[config.mk]
export PLATFORM = sky130hd
export DESIGN_NAME = div_stall_unit
export DESIGN_NICKNAME = d
export VERILOG_FILES = /design/src/rtl/div_stall_unit_pkg.sv /design/src/rtl/div_stall_unit_iter_step.sv /design/src/rtl/div_stall_unit.sv
export SDC_FILE = /design/constraint.sdc
export NUM_CORES = 1
export LEC_CHECK = 0
export ABC_AREA = 1
export CAP_MARGIN = 20
export CORE_MARGIN = 1
export CORE_UTILIZATION = 55
export DETAILED_ROUTE_END_ITERATION = 8
export PLACE_DENSITY = 0.78
export SYNTH_ARGS = -nofsm -noshare
export SYNTH_HDL_FRONTEND = slang
export SYNTH_SLANG_ARGS = --single-unit
export TNS_END_PERCENT = 30
[constraint.sdc]
create_clock -name clk -period 7.2 [get_ports clk]
set_input_delay 0.72 -clock clk [delete_from_list [all_inputs] [get_ports clk]]
set_output_delay 0.72 -clock clk [all_outputs]
set_load 0.02 [all_outputs]
[src/rtl/div_stall_unit_pkg.sv]
// Shared definitions for the multi-cycle divider: datapath width, FSM encoding
// and the architected divide-by-zero quotient.
package div_stall_unit_pkg;

    localparam int DATA_W  = 32;
    localparam int COUNT_W = $clog2(DATA_W);

    localparam logic [COUNT_W-1:0] LAST_STEP         = COUNT_W'(DATA_W - 1);
    localparam logic [DATA_W-1:0]  DIV_ZERO_QUOTIENT = '1;

    typedef enum logic [1:0] {
        ST_IDLE = 2'd0,
        ST_BUSY = 2'd1,
        ST_DONE = 2'd2
    } div_state_e;

    // Two's-complement magnitude, only when the operand is treated as signed.
    function automatic logic [DATA_W-1:0] magnitude(input logic [DATA_W-1:0] value,
                                                    input logic            is_signed);
        return (is_signed && value[DATA_W-1]) ? (~value + 1'b1) : value;
    endfunction

endpackage

[src/rtl/div_stall_unit_iter_step.sv]
// One restoring radix-2 division step: shift in the next dividend bit and
// subtract the divisor when it fits.
module div_iter_step
    import div_stall_unit_pkg::*;
(
    input  logic [DATA_W-1:0] rem_in,
    input  logic              next_bit,
    input  logic [DATA_W-1:0] divisor,
    output logic [DATA_W-1:0] rem_out,
    output logic              q_bit
);

    logic [DATA_W:0] shifted;
    logic [DATA_W:0] diff;

    // The partial remainder is always below the divisor, so one extra bit
    // holds the shifted value and the borrow of the trial subtraction.
    always_comb begin
        shifted = {rem_in, next_bit};
        diff    = shifted - {1'b0, divisor};
        q_bit   = ~diff[DATA_W];
        rem_out = q_bit ? diff[DATA_W-1:0] : shifted[DATA_W-1:0];
    end

endmodule

[src/rtl/div_stall_unit.sv]
// Iterative 32-bit divider for the EX stage: holds the pipeline through
// stall_request until the quotient/remainder are ready.
module div_stall_unit
    import div_stall_unit_pkg::*;
(
    input  logic              clk,
    input  logic              rst,
    input  logic              div_en,
    input  logic              div_signed,
    input  logic [DATA_W-1:0] operand_a,
    input  logic [DATA_W-1:0] operand_b,
    input  logic              flush,
    output logic              stall_request,
    output logic [DATA_W-1:0] result_lo,
    output logic [DATA_W-1:0] result_hi,
    output logic              done
);

    div_state_e         state;
    logic [COUNT_W-1:0] count;
    logic [DATA_W-1:0]  rem_q;
    logic [DATA_W-1:0]  quot_q;
    logic [DATA_W-1:0]  divisor_q;
    logic               neg_quot;
    logic               neg_rem;

    logic [DATA_W-1:0]  step_rem;
    logic               step_bit;
    logic [DATA_W-1:0]  quot_next;

    div_iter_step u_step (
        .rem_in   (rem_q),
        .next_bit (quot_q[DATA_W-1]),
        .divisor  (divisor_q),
        .rem_out  (step_rem),
        .q_bit    (step_bit)
    );

    assign quot_next = {quot_q[DATA_W-2:0], step_bit};

    // The stall must reach the pipeline controller in the issue cycle itself,
    // so it is decoded from the current state rather than registered.
    assign stall_request = div_en && (state != ST_DONE) && !flush && !rst;

    // quot_q doubles as the dividend shift register: dividend bits leave at
    // the top while quotient bits enter at the bottom.
    always_ff @(posedge clk or posedge rst) begin
        if (rst) begin
            state     <= ST_IDLE;
            count     <= '0;
            rem_q     <= '0;
            quot_q    <= '0;
            divisor_q <= '0;
            neg_quot  <= 1'b0;
            neg_rem   <= 1'b0;
            result_lo <= '0;
            result_hi <= '0;
            done      <= 1'b0;
        end else if (flush) begin
            state <= ST_IDLE;
            count <= '0;
            done  <= 1'b0;
        end else begin
            case (state)
                ST_IDLE: begin
                    if (div_en) begin
                        if (operand_b != '0) begin
                            quot_q    <= magnitude(operand_a, div_signed);
                            divisor_q <= magnitude(operand_b, div_signed);
                            rem_q     <= '0;
                            count     <= '0;
                            neg_quot  <= div_signed && (operand_a[DATA_W-1] ^ operand_b[DATA_W-1]);
                            neg_rem   <= div_signed && operand_a[DATA_W-1];
                            state     <= ST_BUSY;
                        end else begin
                            result_lo <= DIV_ZERO_QUOTIENT;
                            result_hi <= operand_a;
                            done      <= 1'b1;
                            state     <= ST_DONE;
                        end
                    end
                end
                ST_BUSY: begin
                    rem_q  <= step_rem;
                    quot_q <= quot_next;
                    count  <= count + 1'b1;
                    if (count == LAST_STEP) begin
                        // Sign fix-up happens once, on the final step's outputs.
                        result_lo <= neg_quot ? (~quot_next + 1'b1) : quot_next;
                        result_hi <= neg_rem  ? (~step_rem + 1'b1)  : step_rem;
                        done      <= 1'b1;
                        count     <= '0;
                        state     <= ST_DONE;
                    end
                end
                ST_DONE: begin
                    done  <= 1'b0;
                    state <= ST_IDLE;
                end
                default: begin
                    done  <= 1'b0;
                    state <= ST_IDLE;
                end
            endcase
        end
    end

endmodule

==> impl_metrics.json <==
{
  "initial_core_util": 0.5618,
  "grt_max_degree": 89,
  "synthTopCellsByCount": "672 x nand2_1, 303 x inv_1, 181 x nor2_1",
  "wl_met3_um": 2968,
  "r2r_slack_ns": 2.31,
  "final_util": 0.6521,
  "fmax_mhz": 204.4,
  "syn_nets": 2180,
  "ys_ff_latch": 170,
  "hold_viol_final": 0,
  "netlist_instances": 2072,
  "yosysMostFrequentCell": "nand2_1",
  "slowest_stage": "fa_1",
  "hold_class": "flip-flop to flip-flop",
  "p_leak_nw": 7.833,
  "cts_root_buffer": "clkbuf_16",
  "cts_setup_buffers": 0,
  "fillers": 2214,
  "route.detailed.drc": 0,
  "cts_tree": "built",
  "hold_end": "result_hi[2]",
  "tns_ns": 0,
  "die_w_um": 157.1,
  "clk_path_buf_depth": 2,
  "grt_pass1_wl_um": 65920,
  "antenna_cells": 0,
  "postCtsHoldBufs": 0,
  "reg2reg_from": "divisor_q[0]",
  "grt_pass1_vias": 12820,
  "required_ns": 7.54,
  "holdCritStartpoint": "result_hi[2]",
  "finClkSkew_ns": 0.01893,
  "cts_sinks": 170,
  "hpwl_um": 31670,
  "fin_nets": 2278,
  "tritoncts.num_buffers": 17,
  "row_count": 56,
  "drtIter0Drc": 1459,
  "avgSynthCellArea_um2": 6.383,
  "hold_ws_ns": 0.4790,
  "rsz0062_at_grt": "no",
  "worst_pin_slew_ns": 0.9195,
  "synthTopCellsByArea": "dfrtp_1 32%, nand2_1 19%, inv_1 8.6%",
  "ant_nets": 0,
  "crit_path_end_kind": "flip-flop",
  "dr_wl_met2_um": 18370,
  "firstDrtPassIters": 6,
  "ios": 135,
  "r2r_cells": 29,
  "ys.flop_type": "dfrtp_1",
  "place_congestion": 0.9606,
  "layout-drive-gt1-share": 0.04583,
  "top_layer_used": "met5",
  "vias_per_cell": 5.555,
  "power_density_mw_per_mm2": 475.6,
  "path_max_fanout": 28,
  "final.setup.worst_slack_ns": 2.307,
  "max_slew_margin": 0.3855,
  "r2r_end": "result_lo[30]",
  "dieHeight_um": 157.1,
  "final.period_utilization": 0.6796,
  "max-vdd-ir-drop_uv": 206.6,
  "netlist.area_leader.share": 0.3217,
  "wl_met1_um": 18800,
  "synth_area_mm2": 0.01323,
  "wirelength_um": 41310,
  "multi_input_area_mm2": 0.007555,
  "cp_data_arrival_time_ns": 5.23,
  "seq_area_frac_synth": 0.3217,
  "placed_area_mm2": 0.01479,
  "hold_depth": 2,
  "track_usage": 0.3455,
  "instances_no_fill": 2501,
  "synth_cell_types": 55,
  "period_minus_slack_ns": 4.893,
  "ys_warn_count": 0,
  "seq_area_mm2": 0.004254,
  "critPathLaunchType": "flip-flop",
  "cts.htree.levels": 4,
  "setup_viol": 0,
  "postCtsResizedCells": 0,
  "antenna_found_initial": 2,
  "drv_cap": 0,
  "dr_total_vias": 13890,
  "wire_per_inst_um": 16.52,
  "syn2layout_area_growth_pct": 16.07,
  "place_ws_ns": 2.396,
  "core_area_mm2": 0.02354,
  "io_buffer_count": 134,
  "clk_latency_ns": 0.44,
  "die-area_mm2": 0.02467,
  "total_power_mw": 7.301,
  "synth_edf_count": 0,
  "grt-ovfl-total": 0,
  "final_area_mm2": 0.01535,
  "dp_cells": 2469,
  "status": "complete, no violations",
  "clkTransAtPathRegs_ns": 0.08,
  "critical_path.max_stage_delay_ns": 0.41,
  "async_flop_share": 1.000,
  "synth_largest_area_cell": "dfrtp_1",
  "slew_viol_final": 0,
  "crit_type": "flip-flop to flip-flop"
}
==> state kept, by name, indices dropped and copies added (netlist names) <==
| signal | flops |
|---|---|
| divisor_q | 32 |
| quot_q | 32 |
| rem_q | 32 |
| result_hi | 32 |
| result_lo | 32 |
| count | 5 |
| state | 2 |
| done | 1 |
| neg_quot | 1 |
| neg_rem | 1 |
==> layout make-up <==
type                       count  share of cell area
multi-input combinational   1528              0.4921
sequential                   170              0.2771
timing repair buffer         145             0.09406
clock buffer                  19             0.02820
inverter                     308             0.07564
tap                          319             0.02600
clock inverter                12            0.006847
==> cells by family after synthesis <==
logic type	synth area share
AND/OR/NAND/NOR	0.3606
buffers and inverters	0.1084
AO/OA/AOI/OAI	0.1379
flip-flops	0.3217
XOR/XNOR	0.03311
adder cells (fa/ha/maj)	0.03746
multiplexers	0.0007569
==> cells in the final DEF (no fill, tap or decap), drive strengths merged, types with 14 or more instances in the layout <==
master           n
nand3          158
nand4           17
a31oi           14
ha              38
o21ai          143
nand2          694
clkbuf          19
nor3            37
clkdlybuf4s50  134
nor2           196
o211ai          17
dfrtp          170
inv            314
xor2            42
a21oi           75
==> how the worst max path moves through the flow <==
stage	startpoint	end	slack, ns	cells after the start
global route	divisor_q[0]	result_lo[30]	1.72	29
CTS	divisor_q[0]	result_lo[30]	2.39	29
global placement	divisor_q[0]	result_lo[28]	2.53	29
floorplan	rst	stall_request	1.56	3
detailed placement	divisor_q[0]	result_lo[30]	2.40	29
finish	divisor_q[0]	result_lo[30]	2.31	29
==> worst max-delay path: cells and delay by family, from the launching register on <==
| kind | cells | cell delay (ns) |
|---|---|---|
| fa+ha+maj | 3 | 0.89 |
| flops | 1 | 0.39 |
| simple gates | 20 | 2.76 |
| buf+inv | 3 | 0.27 |
| compound gates | 3 | 0.47 |
==> power breakdown <==
part,internal [mW],switching [mW]
Clock,0.450,0.425
Sequential,1.32,0.310
Combinational,1.63,3.17
==> layer usage <==
metal / GRT usage / up-vias
li1: - / 6819
met1: 0.4877 / 6404
met2: 0.5503 / 584
met3: 0.04213 / 85
met4: 0.1100 / 2
met5: 0 / -
No activity file was read; power rests on OpenSTA's default activity.
